===== config.mk =====
export PLATFORM = sky130hd
export DESIGN_NAME = frame_check
export DESIGN_NICKNAME = d
export VERILOG_FILES = /design/src/rtl/frame_check.sv
export SDC_FILE = /design/constraint.sdc
export NUM_CORES = 1
export LEC_CHECK = 0
export BUFFER_PORTS_ARGS = -buffer_cell sky130_fd_sc_hd__buf_4
export CORE_AREA = 2 2 100 102
export DETAILED_ROUTE_END_ITERATION = 10
export DIE_AREA = 0 0 102 104
export GPL_TIMING_DRIVEN = 0
export SLEW_MARGIN = 20
export SYNTH_ARGS = -nofsm -noshare
export SYNTH_HDL_FRONTEND = slang
export SYNTH_SLANG_ARGS = --single-unit

===== constraint.sdc =====
create_clock -name rx_clk -period 2.6 [get_ports rx_clk]
set_input_delay 0.52 -clock rx_clk [delete_from_list [all_inputs] [get_ports rx_clk]]
set_output_delay 0.52 -clock rx_clk [all_outputs]
set_load 0.005 [all_outputs]

===== src/rtl/frame_check.sv =====
// frame_check: lock detector for the cyclic P0..P3 training pattern on a 16-bit word stream.
// Define FRAME_CHECK_BYTE_ALIGN_EN to also accept the pattern shifted by half a word.
//
// state  | meaning
// HUNT   | searching for an aligned P0 (or a half-word P0 with the macro)
// VERIFY | counting consecutive matching words toward lock
// LOCKED | aligned; counting consecutive mismatches toward unlock
`timescale 1ns/1ps
module frame_check #(
  parameter int LOCK_WORDS  = 8,
  parameter int UNLOCK_ERRS = 4
) (
  input  logic        rx_clk,
  input  logic        reset,
  input  logic [15:0] rx_data,
  input  logic [1:0]  rxcharisk,
  input  logic        enable,
  output logic        locked,
  output logic        err_pulse,
  output logic [15:0] err_cnt,
  output logic [31:0] word_cnt,
  output logic        byte_offset
);

  localparam int GOOD_W = $clog2(LOCK_WORDS + 1);
  localparam int BAD_W  = $clog2(UNLOCK_ERRS + 1);

  typedef enum logic [1:0] {HUNT, VERIFY, LOCKED} state_t;

  state_t            state_q, state_d;
  logic [1:0]        idx_q, idx_d;
  logic [GOOD_W-1:0] good_q, good_d;
  logic [BAD_W-1:0]  bad_q, bad_d;
  logic              offset_q, offset_d;
  logic              err_d, err_inc, word_inc;

  logic [15:0] chk_data;
  logic [1:0]  chk_k;
  logic [15:0] exp_data;
  logic [1:0]  exp_k;
  logic        match, raw_p0;

  always_comb begin
    exp_k = 2'b00;
    case (idx_q)
      2'd0:    begin exp_data = 16'hBCBC; exp_k = 2'b11; end
      2'd1:    exp_data = 16'h5854;
      2'd2:    exp_data = 16'h4034;
      default: exp_data = 16'h23A7;
    endcase
  end

  assign raw_p0 = (rx_data == 16'hBCBC) && (rxcharisk == 2'b11);

`ifdef FRAME_CHECK_BYTE_ALIGN_EN
  logic [7:0] prev_data_q;
  logic       prev_k_q;
  logic       is_p0, half_cand;

  always_ff @(posedge rx_clk or posedge reset) begin
    if (reset) begin
      prev_data_q <= 8'h00;
      prev_k_q    <= 1'b0;
    end else begin
      prev_data_q <= rx_data[15:8];
      prev_k_q    <= rxcharisk[1];
    end
  end

  // Offset words straddle two beats: high byte of the previous one, low byte of this one.
  assign chk_data  = offset_q ? {rx_data[7:0], prev_data_q} : rx_data;
  assign chk_k     = offset_q ? {rxcharisk[0], prev_k_q} : rxcharisk;
  assign is_p0     = (chk_data == 16'hBCBC) && (chk_k == 2'b11);
  assign half_cand = (rxcharisk == 2'b10) && (rx_data[15:8] == 8'hBC);
`else
  assign chk_data = rx_data;
  assign chk_k    = rxcharisk;
`endif

  assign match = (chk_data == exp_data) && (chk_k == exp_k);

  always_comb begin
    state_d  = state_q;
    idx_d    = idx_q;
    good_d   = good_q;
    bad_d    = bad_q;
    offset_d = offset_q;
    err_d    = 1'b0;
    err_inc  = 1'b0;
    word_inc = 1'b0;
    if (!enable) begin
      state_d  = HUNT;
      good_d   = '0;
      bad_d    = '0;
      offset_d = 1'b0;
    end else begin
      case (state_q)
        HUNT: begin
`ifdef FRAME_CHECK_BYTE_ALIGN_EN
          if (offset_q && is_p0) begin
            state_d = VERIFY;
            idx_d   = 2'd1;
            good_d  = '0;
          end else if (raw_p0) begin
            state_d  = VERIFY;
            idx_d    = 2'd1;
            good_d   = '0;
            offset_d = 1'b0;
          end else begin
            offset_d = half_cand;
          end
`else
          if (raw_p0) begin
            state_d = VERIFY;
            idx_d   = 2'd1;
            good_d  = '0;
          end
`endif
        end
        VERIFY: begin
          if (match) begin
            idx_d  = idx_q + 2'd1;
            good_d = good_q + GOOD_W'(1);
            if (good_q == GOOD_W'(LOCK_WORDS - 1)) begin
              state_d = LOCKED;
              bad_d   = '0;
            end
          end else begin
            state_d  = HUNT;
            err_d    = 1'b1;
            good_d   = '0;
            offset_d = 1'b0;
          end
        end
        LOCKED: begin
          word_inc = 1'b1;
          idx_d    = idx_q + 2'd1;
          if (match) begin
            bad_d = '0;
          end else begin
            err_d   = 1'b1;
            err_inc = 1'b1;
            if (bad_q == BAD_W'(UNLOCK_ERRS - 1)) begin
              state_d  = HUNT;
              bad_d    = '0;
              good_d   = '0;
              offset_d = 1'b0;
            end else begin
              bad_d = bad_q + BAD_W'(1);
            end
          end
        end
        default: begin
          state_d  = HUNT;
          offset_d = 1'b0;
        end
      endcase
    end
  end

  always_ff @(posedge rx_clk or posedge reset) begin
    if (reset) begin
      state_q   <= HUNT;
      idx_q     <= 2'd0;
      good_q    <= '0;
      bad_q     <= '0;
      offset_q  <= 1'b0;
      locked    <= 1'b0;
      err_pulse <= 1'b0;
      err_cnt   <= 16'h0000;
      word_cnt  <= 32'h0;
    end else begin
      state_q   <= state_d;
      idx_q     <= idx_d;
      good_q    <= good_d;
      bad_q     <= bad_d;
      offset_q  <= offset_d;
      locked    <= (state_d == LOCKED);
      err_pulse <= err_d;
      if (err_inc && (err_cnt != 16'hFFFF))
        err_cnt <= err_cnt + 16'd1;
      if (word_inc)
        word_cnt <= word_cnt + 32'd1;
    end
  end

  assign byte_offset = offset_q;

endmodule


## Yosys cells after proc, flatten, opt, wreduce, memory -nomap -nowiden

Cells that the tools add are included.
W data, S select, Z words.

- Add/subtract/negate cells: 5
- Equal/unequal tests: 23
- Muxes and demuxes: 36
- Reductions and logical operators: 11

Operators by type and width:

| cell | count |
|---|---|
| $pmux W16 S3 | 1 |
| $add A32 B1 Y32 const B | 1 |
| $mux W4 | 5 |
| $mux W2 | 9 |
| $ne A3 B3 Y1 const B | 6 |
| $add A16 B1 Y16 const B | 1 |
| $eq A16 B16 Y1 | 1 |
| $eq A16 B16 Y1 const B | 1 |
| $ne A16 B16 Y1 const B | 1 |
| $mux W3 | 5 |
| $pmux W2 S3 | 2 |
| $pmux W4 S3 | 1 |
| $reduce_and A4 Y1 | 3 |
| $mux W1 | 11 |
| $eq A2 B2 Y1 const B | 4 |
| $ne A2 B2 Y1 const B | 3 |
| $pmux W3 S2 | 1 |
| $add A4 B1 Y4 const B | 1 |
| $eq A2 B1 Y1 const B | 2 |
| $eq A4 B3 Y1 const B | 1 |
| $logic_not A2 Y1 | 2 |
| $ne A4 B1 Y1 const B | 1 |
| $add A3 B1 Y3 const B | 1 |
| $eq A3 B2 Y1 const B | 1 |
| other kinds (8) | 10 |

- Register bits: 62
- Input bits: 21
- Output and inout port bits: 51
- Logic and storage cells: 84

## Longest topological paths before layout

Gate-level depths: netlist (run 1).

- Depth after elaboration: 8
- Depth in mapped cells: 9
- Depth with buffers taken out: 8

## Least setup slack after synthesis (run 1)

Ideal clock, no wire load.

- Path kind: register to register
- From: register idx_q[0]
- To: register good_q[0]
- Setup time: 0.125 ns
- Arrival time: 2.195 ns
- Required time: 2.475 ns
- Slack: 0.280 ns
- Cell stages (with the launch flop): 8
- Buffers on the path: 0
- Period minus slack after synthesis: 2.320 ns
- Cells stage by stage: dfrtp_1 inv_1 ha_1 or4_4 a211oi_4 a21oi_2 o21ai_1 mux2_2

- Word-level cells in the longest chain between the ends: 7
- Elaborated cells between the ends (all ways): 13
- Classes of those cells: eq/ne: 5; mux: 5; reduce/logical: 3

RTL lines:

| what | RTL line | RTL |
|---|---|---|
| start, declared | 31 | `logic [1:0] idx_q, idx_d;` |
| start signal, assigned | 174 | `idx_q <= idx_d;` |
| $eq A2 B2 Y1, or another cell as far along | 45 | `case (idx_q)` |
| $pmux W16 S3 / $mux W2 (equally long branches) | 45 |  |
| $eq A16 B16 Y1 / $eq A2 B2 Y1 (equally long branches) | 80 | `assign match = (chk_data == exp_data) && (chk_k == exp_k);` |
| $logic_and A1 B1 Y1 (*) | 80 |  |
| $mux W4 | 121 | `if (match) begin` |
| $pmux W4 S3 | 97 | `case (state_q)` |
| $mux W4 | 91 | `if (!enable) begin` |
| end signal, assigned | 175 | `good_q <= good_d;` |
| end, declared | 32 | `logic [GOOD_W-1:0] good_q, good_d;` |

Every way passes the cells marked *; elsewhere a longest branch is shown, timed or not.
A chain may end at the register's enable or synchronous reset.

## Final worst setup path (run 1)

- From: register idx_q[0]
- To: register good_q[1]

The elaborated chain is that of the path after synthesis.

==> results of run 1 <==
power by group through the flow:
stage	combinational, mW	clock, mW	sequential (mW)
3_5_place_dp	0.0777	0	0.967
2_1_floorplan	0.0353	0	0.967
5_1_grt	0.0865	0.963	0.948
4_1_cts	0.0779	0.906	0.949
3_3_place_gp	0.0716	0	0.967
6_report	0.0763	0.880	0.949
metal layers:
layer | vias up | track usage, %
met2 | 67 | 21.9
met5 | - | 0
met4 | 0 | 4.86
li1 | 1258 | -
met1 | 1208 | 17.6
met3 | 7 | 3.70
state kept, by name, summed over array words and instances, names as in the netlist:
signal	cells
state_q	2
word_cnt	32
good_q	4
err_cnt	16
err_pulse	1
bad_q	3
locked	1
idx_q	2
area by class of cell:
cell class / count / area (um2)
well taps: 133 / 166
multi-input cells: 231 / 1670
flip-flops and latches: 61 / 1530
clock inverters: 3 / 42.5
fillers: 977 / 5360
inverters: 12 / 47.5
clock buffers: 13 / 169
repair buffers: 70 / 538
plain buffers: 6 / 30.0
cells in the mapped netlist, types with 2 or more instances:
cell / instances / area, um2
nor4_1: 3 / 18.8
inv_1: 12 / 45.0
o21a_1: 3 / 22.5
nand3_1: 22 / 110
o21ai_1: 3 / 15.0
buf_2: 3 / 15.0
mux2i_1: 2 / 20.0
xnor2_1: 42 / 368
and4_1: 5 / 43.8
mux2_2: 3 / 33.8
and2_1: 6 / 37.5
o221a_1: 2 / 22.5
or2_2: 2 / 12.5
ha_1: 13 / 163
a31oi_1: 2 / 12.5
xor2_1: 6 / 52.6
and3_1: 15 / 93.8
o21bai_1: 2 / 15.0
nor2b_1: 3 / 18.8
clkbuf_1: 2 / 7.51
a211oi_1: 2 / 15.0
nor2_1: 16 / 60.1
a21oi_2: 2 / 17.5
a32o_1: 2 / 20.0
nor3_2: 2 / 20.0
nand4_1: 17 / 106
o21ai_0: 4 / 20.0
o2111ai_1: 2 / 17.5
nor3_1: 6 / 30.0
dfrtp_1: 61 / 1530
nand2b_1: 2 / 12.5
nand2_1: 24 / 90.1
what timing repair did:
| action | in CTS | in global routing |
|---|---|---|
| hold buffers | 0 | 0 |
| setup endpoints to repair | 0 | 22 |
| gates resized for setup | 0 | 7 |
worst max path at each step:
stage | slack [ns] | cells past startpoint | startpoint | endpoint
detailed placement | 0.07 | 7 | idx_q[0] | good_q[1]
CTS | 0.05 | 7 | idx_q[0] | good_q[1]
global route | -0.007 | 7 | idx_q[0] | good_q[1]
floorplan | 0.28 | 7 | idx_q[0] | good_q[0]
finish | 0.09 | 7 | idx_q[0] | good_q[1]
global placement | -0.26 | 2 | reset | locked
kinds of logic (layout without fill, tap and decap cells):
family | after synthesis | count (layout) | share of synthesized area, %
DFF | 61 | 61 | 47.1
xor gates and xnor gates | 48 | 48 | 13.0
muxes | 7 | 7 | 2.47
adders and majority gates | 13 | 13 | 5.02
buffers and inverters | 18 | 104 | 2.32
AOI/OAI and AO/OA | 31 | 31 | 7.68
and+or+nand+nor | 131 | 131 | 22.3
other | 1 | 1 | 0.116
worst max-delay path, cell delays in order, from the launching register on:
cell	delay [ns]
dfrtp_2	0.42
inv_1	0.06
ha_1	0.26
or4_4	0.58
a211oi_4	0.39
a21oi_2	0.16
o21ai_2	0.18
mux2_2	0.35
==> results_dict.tcl, run 1 <==
set metrics [dict create \
    synthCells 310 \
    pwr-share-clk_pct 46.2 \
    timing.rr.end "good_q[1]" \
    rsz0062_at_grt "true" \
    hold-worst-slack_ns 0.139 \
    cts_sinks 61 \
    io_buffers 69 \
    ant_nets 0 \
    fin_skew_ns 0.00725 \
    dp.final_hpwl_mm 5.24 \
    placed_area_mm2 0.00395 \
    design_area_mm2 0.00419 \
    synth.net_count 344 \
    r2r_cells 7 \
    vias 2540 \
    syn_to_final_growth_pct 29.4 \
    drt-wirelength-per-cell_um 13.3 \
    cts_root_buf "clkbuf_8" \
    layout-drive-gt1-share_pct 27.8 \
    setup_violations 0 \
    die_y_um 104 \
    tightest_slew_ns 0.572 \
    crit_type "flop to flop" \
    startpoint_type "flop" \
    combPwrFrac_pct 4.0 \
    cts_buffers 9 \
    wl_met2_mm 3.33 \
    r2r_slack_ns 0.09 \
    synth-async-reset-ratio_pct 100 \
    post_cts_buffers 0 \
    power_mw 1.91 \
    seqPwrFrac_pct 49.8 \
    status "finished clean" \
    fin_crit_ns 2.51 \
    slew_headroom_pct 61.9 \
    crit_required_ns 2.82 \
    core_area_mm2 0.00955 \
    yosysWarnings 0 \
    track_usage_pct 13.7 \
    synth_cell_types 51 \
    grt_overflow_total 0 \
    dp_slack_ns 0.0688 \
    fin_cells 529 \
    drv_slew 0 \
    grt_pass1_vias 2544 \
    met3_length_um 376 \
    finalCritPeriodShare_pct 96.6 \
    clkTransAtPathRegs_ns 0.07 \
    die_x_um 102 \
    synth_edf_count 0 \
    die_area_mm2 0.0106 \
    power.switching_mw 0.403 \
    drtIter0Drc 119 \
    layout_commonest_cell "buf_4" \
    peakVddDrop_v 0.000192 \
    worst_slack_ns 0.0884 \
    cts_max_level 3 \
    power.density_mw_per_mm2 454 \
    clockBufferDepth 2 \
    rows 36 \
    syn_area_mm2 0.00324 \
    antenna_found_initial 0 \
    seq_area_frac_synth_pct 47.1 \
    synth_flop_cell "dfrtp_1" \
    crit_fanout 6 \
    crit_arrival_ns 2.73 \
    switching_share_pct 21.1 \
    synth.avg_cell_area_um2 10.5 \
    grt_start_max_net_pins 42 \
    fin_nets 425 \
    internal_power_mw 1.50 \
    end_kind "flop" \
    finalHoldViolations 0 \
    firstDrtPassIters 4 \
    wl_met1_mm 3.26 \
    rr_startpoint "idx_q[0]" \
    grt_pass1_wl_mm 11.7 \
    n_antenna_cell 0 \
    p_leak_nw 2.00 \
    gp_congestion 0.774 \
    drv_cap 0 \
    via_per_inst 4.80 \
    initial_core_util_pct 33.9 \
    final_core_util_pct 43.9 \
    dp.cells 513 \
    synth_seq_cells 61 \
    most-common-layout-cells "buf_4, dfrtp_1, xnor2_1" \
    fin_setup_tns_ns 0 \
    maxUsedRoutingLayer "met4" \
    hp-class "primary input to async pin" \
    clk_latency_ns 0.33 \
    ios 72 \
    drc 0 \
    fmax_mhz 398 \
    wirelength_mm 7.05 \
    tritoncts "done" \
]
Power figures use the tool's default switching activity.
==> run 2: changes to the inputs <==
--- a/config.mk
+++ b/config.mk
@@ -7,9 +7,11 @@
 export LEC_CHECK = 0
 export BUFFER_PORTS_ARGS = -buffer_cell sky130_fd_sc_hd__buf_4
 export CORE_AREA = 2 2 100 102
+export CTS_BUF_LIST = sky130_fd_sc_hd__clkbuf_8 sky130_fd_sc_hd__clkbuf_16
 export DETAILED_ROUTE_END_ITERATION = 10
 export DIE_AREA = 0 0 102 104
 export GPL_TIMING_DRIVEN = 0
+export PLACE_DENSITY_LB_ADDON = 0.25
 export SLEW_MARGIN = 20
 export SYNTH_ARGS = -nofsm -noshare
 export SYNTH_HDL_FRONTEND = slang
==> results_dict.tcl, run 2 (synthesized netlist as in run 1, its figures left out) <==
set metrics [dict create \
    dp.cells 513 \
    dp.final_hpwl_mm 5.15 \
    cts_root_buf "clkbuf_8" \
    r2r_slack_ns 0.11 \
    tritoncts "done" \
    cts_buffers 9 \
    power.density_mw_per_mm2 446 \
    fmax_mhz 402 \
    die_y_um 104 \
    hp-class "primary input to async pin" \
    fin_cells 531 \
    cts_max_level 3 \
    clk_latency_ns 0.33 \
    wirelength_mm 6.91 \
    largest_reg_flops 32 \
    clockBufferDepth 2 \
    dp_slack_ns 0.0809 \
    via_per_inst 4.81 \
    slew_headroom_pct 62.0 \
    grt_start_max_net_pins 35 \
    rows 36 \
    die_area_mm2 0.0106 \
    crit_required_ns 2.82 \
    ant_nets 0 \
    fin_nets 427 \
    clkTransAtPathRegs_ns 0.07 \
    rsz0062_at_grt "true" \
    most-common-layout-cells "buf_4, dfrtp_1, xnor2_1" \
    die_x_um 102 \
    firstDrtPassIters 4 \
    gp_congestion 0.762 \
    internal_power_mw 1.45 \
    ios 72 \
    r2r_cells 8 \
    pwr-share-clk_pct 45.2 \
    fin_skew_ns 0.0123 \
    vias 2553 \
    rr_startpoint "idx_q[0]" \
    layout-drive-gt1-share_pct 28.4 \
    combPwrFrac_pct 4.1 \
    crit_arrival_ns 2.71 \
    power.switching_mw 0.421 \
    cts.hold.buffers_added 0 \
    cp.buffers_inverters 2 \
    status "finished clean" \
    layout_commonest_cell "buf_4" \
    track_usage_pct 13.5 \
    seqPwrFrac_pct 50.7 \
    crit_type "flop to flop" \
    peakVddDrop_v 0.000174 \
    core_area_mm2 0.00955 \
    fin_crit_ns 2.49 \
    multi_input_area_mm2 0.00167 \
    grt_pass1_vias 2494 \
    finalCritPeriodShare_pct 95.6 \
    regMostFlops "word_cnt" \
    startpoint_type "flop" \
    top_regs "word_cnt: 32 flops, err_cnt: 16 flops, good_q: 4 flops" \
    slowest_delay_ns 0.59 \
    cp_slowest_cell "or4_4" \
    drv_cap 0 \
    worst_slack_ns 0.115 \
    grt_overflow_total 0 \
    drtIter0Drc 67 \
    drc 0 \
    switching_share_pct 22.5 \
    initial_core_util_pct 33.9 \
    seqCellArea_mm2 0.00153 \
    crit_chain "inv_1 -> ha_1 -> or4_4 -> a211oi_4 -> buf_4 -> a21oi_4 -> nand2_1 -> mux2_2" \
    n_antenna_cell 0 \
    timing.rr.end "err_cnt[1]" \
    crit_fanout 8 \
    grt_pass1_wl_mm 11.7 \
    tightest_slew_ns 0.570 \
    finalHoldViolations 0 \
    end_kind "flop" \
    setup_violations 0 \
    drv_slew 0 \
    io_buffers 69 \
    p_leak_nw 1.98 \
    n_fill_cell 956 \
    drt-wirelength-per-cell_um 13.0 \
    crit_family "simple AND/OR/NAND/NOR gates" \
    antenna_found_initial 0 \
    cts_sinks 61 \
    syn_to_final_growth_pct 29.3 \
    final_core_util_pct 43.9 \
]
[run 2: layout make-up]
type,count,share of cell area [%]
buffer,6,0.776
clock buffer,10,3.28
clock inverter,6,1.46
inverter,12,1.13
multi-input combinational,231,39.7
sequential,61,36.4
tap,133,3.97
timing repair buffer,72,13.2
[run 2: power by group through the flow]
stage	combinational (mW)	sequential [mW]	clock [mW]
2_1_floorplan	0.0353	0.967	0
3_3_place_gp	0.0719	0.967	0
3_5_place_dp	0.0777	0.967	0
4_1_cts	0.0779	0.948	0.872
5_1_grt	0.0870	0.948	0.918
6_report	0.0767	0.949	0.845
[run 2: metrics by stage]
step / setup TNS (ns) / total power [mW] / area, um2 / hold slack, ns
after floorplan: 0 / 1.00 / 3240 / 0.449
after global placement: -15.78 / 1.04 / 3930 / 0.462
after detailed placement: 0 / 1.04 / 3950 / 0.465
after CTS: 0 / 1.90 / 4150 / 0.173
after global routing: -0.0190 / 1.95 / 4190 / 0.197
final: 0 / 1.87 / 4190 / 0.170
[run 2: worst max path at each step]
stage / startpoint / to / slack [ns] / depth (start not counted)
floorplan: idx_q[0] / good_q[0] / 0.28 / 7
global placement: reset / err_cnt[1] / -0.26 / 2
detailed placement: idx_q[0] / good_q[1] / 0.08 / 7
CTS: idx_q[0] / good_q[1] / 0.06 / 7
global route: idx_q[0] / locked / -0.01 / 7
finish: idx_q[0] / err_cnt[1] / 0.11 / 8
[run 2: timing repair]
| item | in CTS | in global routing |
|---|---|---|
| endpoints found under the setup margin | 0 | 21 |
| resized for setup | 0 | 8 |
| buffers inserted | 0 | 2 |
[run 2: per-layer routing]
metal	share of wire [%]	vias to the layer above	global-route usage [%]
li1	-	1268	-
met1	48	1218	18.3
met2	46	57	21.1
met3	4.4	10	2.49
met4	1.6	0	5.62
met5	0	-	0
==> run 3: changes to the inputs <==
--- a/config.mk
+++ b/config.mk
@@ -5,11 +5,11 @@
 export SDC_FILE = /design/constraint.sdc
 export NUM_CORES = 1
 export LEC_CHECK = 0
-export BUFFER_PORTS_ARGS = -buffer_cell sky130_fd_sc_hd__buf_4
 export CORE_AREA = 2 2 100 102
-export CTS_BUF_LIST = sky130_fd_sc_hd__clkbuf_8 sky130_fd_sc_hd__clkbuf_16
+export CTS_BUF_LIST = sky130_fd_sc_hd__clkbuf_16
 export DETAILED_ROUTE_END_ITERATION = 10
 export DIE_AREA = 0 0 102 104
+export DONT_BUFFER_PORTS = 1
 export GPL_TIMING_DRIVEN = 0
 export PLACE_DENSITY_LB_ADDON = 0.25
 export SLEW_MARGIN = 20
==> results_dict.tcl, run 3 (synthesized netlist as in run 1, its figures left out) <==
set metrics [dict create \
    switching_share_pct 19.9 \
    top_regs "word_cnt: 32 flops, err_cnt: 16 flops, good_q: 4 flops" \
    hp-class "primary input to async pin" \
    n_antenna_cell 0 \
    clk_latency_ns 0.32 \
    crit_fanout 6 \
    vias 2347 \
    gp_congestion 0.778 \
    seqPwrFrac_pct 45.3 \
    grt_overflow_total 0 \
    clkTransAtPathRegs_ns 0.05 \
    crit_type "flop to flop" \
    peakVddDrop_v 0.000261 \
    layout_commonest_cell "dfrtp_1" \
    track_usage_pct 12.7 \
    drtIter0Drc 43 \
    syn_to_final_growth_pct 15.5 \
    largest_reg_flops 32 \
    placed_area_mm2 0.00343 \
    n_fill_cell 962 \
    drc 0 \
    cts_max_level 3 \
    fin_skew_ns 0.00798 \
    clockBufferDepth 2 \
    startpoint_type "flop" \
    rsz0062_at_grt "true" \
    ios 72 \
    initial_core_util_pct 33.9 \
    setup_violations 0 \
    grt_pass1_vias 2249 \
    firstDrtPassIters 4 \
    rows 36 \
    design_area_mm2 0.00374 \
    core_area_mm2 0.00955 \
    tritoncts "done" \
    crit_required_ns 2.80 \
    dp_slack_ns 0.0816 \
    drt-wirelength-per-cell_um 14.4 \
    worst_slack_ns 0.112 \
    p_leak_nw 1.65 \
    r2r_slack_ns 0.11 \
    final_core_util_pct 39.2 \
    regMostFlops "word_cnt" \
    layout-drive-gt1-share_pct 11.3 \
    via_per_inst 5.10 \
    cts_root_buf "clkbuf_16" \
    power.density_mw_per_mm2 561 \
    finalCritPeriodShare_pct 95.7 \
    cts_sinks 61 \
    grt_pass1_wl_mm 10.7 \
    drv_cap 0 \
    fmax_mhz 402 \
    end_kind "flop" \
    slew_headroom_pct 65.0 \
    grt_start_max_net_pins 36 \
    die_x_um 102 \
    status "finished clean" \
    die_y_um 104 \
    ant_nets 0 \
    internal_power_mw 1.68 \
    hold-worst-slack_ns 0.0490 \
    dp.final_hpwl_mm 4.77 \
    pwr-share-clk_pct 52.5 \
    cts_buffers 9 \
    most-common-layout-cells "dfrtp_1, xnor2_1, nand2_1" \
    power.switching_mw 0.418 \
    crit_arrival_ns 2.69 \
    finalHoldViolations 0 \
    fin_crit_ns 2.49 \
    antenna_found_initial 0 \
    io_buffers 0 \
    combPwrFrac_pct 2.3 \
    die_area_mm2 0.0106 \
    tightest_slew_ns 0.525 \
    fin_nets 358 \
    drv_slew 0 \
    wirelength_mm 6.62 \
]
## run 3: cell count changes in the layout (fill, tap and decap cells not counted), moves of 3 or more
cell,change
clkbuf_16,+9
clkinv_1,+3
clkbuf_8,-10
clkinv_2,-3
buf_4,-69
## run 3: cell type report
class                   count  area [um2]  share of cell area, %
plain buffers               6        32.5                  0.869
clock inverters             5        45.0                   1.20
clock buffers               9         225                   6.02
multi-input cells         231        1660                   44.4
well taps                 133         166                   4.45
inverters                  12        47.5                   1.27
flip-flops and latches     61        1530                   40.8
repair buffers              3        35.0                  0.936
## run 3: power by group through the flow
stage / Combinational [mW] / Clock, mW / Sequential [mW]
2_1_floorplan: 0.0353 / 0 / 0.967
3_3_place_gp: 0.0447 / 0 / 0.967
3_5_place_dp: 0.0493 / 0 / 0.967
4_1_cts: 0.0495 / 1.13 / 0.951
5_1_grt: 0.0559 / 1.18 / 0.950
6_report: 0.0478 / 1.10 / 0.951
## run 3: worst paths after layout
kind	from	end	cells after the start
hold / removal	reset	err_cnt[10]	1
setup / recovery	idx_q[0]	good_q[1]	7
setup reg to reg	idx_q[0]	good_q[1]	7
min in group rx_clk	bad_q[2]	bad_q[2]	1
hold reg to reg	bad_q[2]	bad_q[2]	1
max in group asynchronous	reset	idx_q[0]	2
## run 3: repair_timing
item                                    CTS  global route
endpoints found under the setup margin    0            21
hold buffers                              0             0
setup buffers                             0             2
resized for setup                         0             8
## run 3: critical path, stage by stage (launching register included)
cell      delay, ns
dfrtp_2        0.40
inv_1          0.05
ha_1           0.25
or4_4          0.59
a211oi_4       0.35
a21oi_2        0.15
o21ai_1        0.21
mux2_2         0.36
## run 3: through the flow
stage / setup TNS [ns] / total power [mW] / std cells
CTS: 0 / 2.13 / 458
detailed placement: 0 / 1.02 / 444
global placement: -9.47 / 1.01 / 443
finish: 0 / 2.10 / 460
floorplan: 0 / 1.00 / 310
global route: -0.0548 / 2.19 / 460
## run 3: layer usage
layer	GRT usage (%)	share of wire, %	vias to the layer above
li1	-	-	1125
met1	16.5	46	1147
met2	19.2	46	69
met3	4.44	6.9	6
met4	4.86	1.2	0
met5	0	0	-
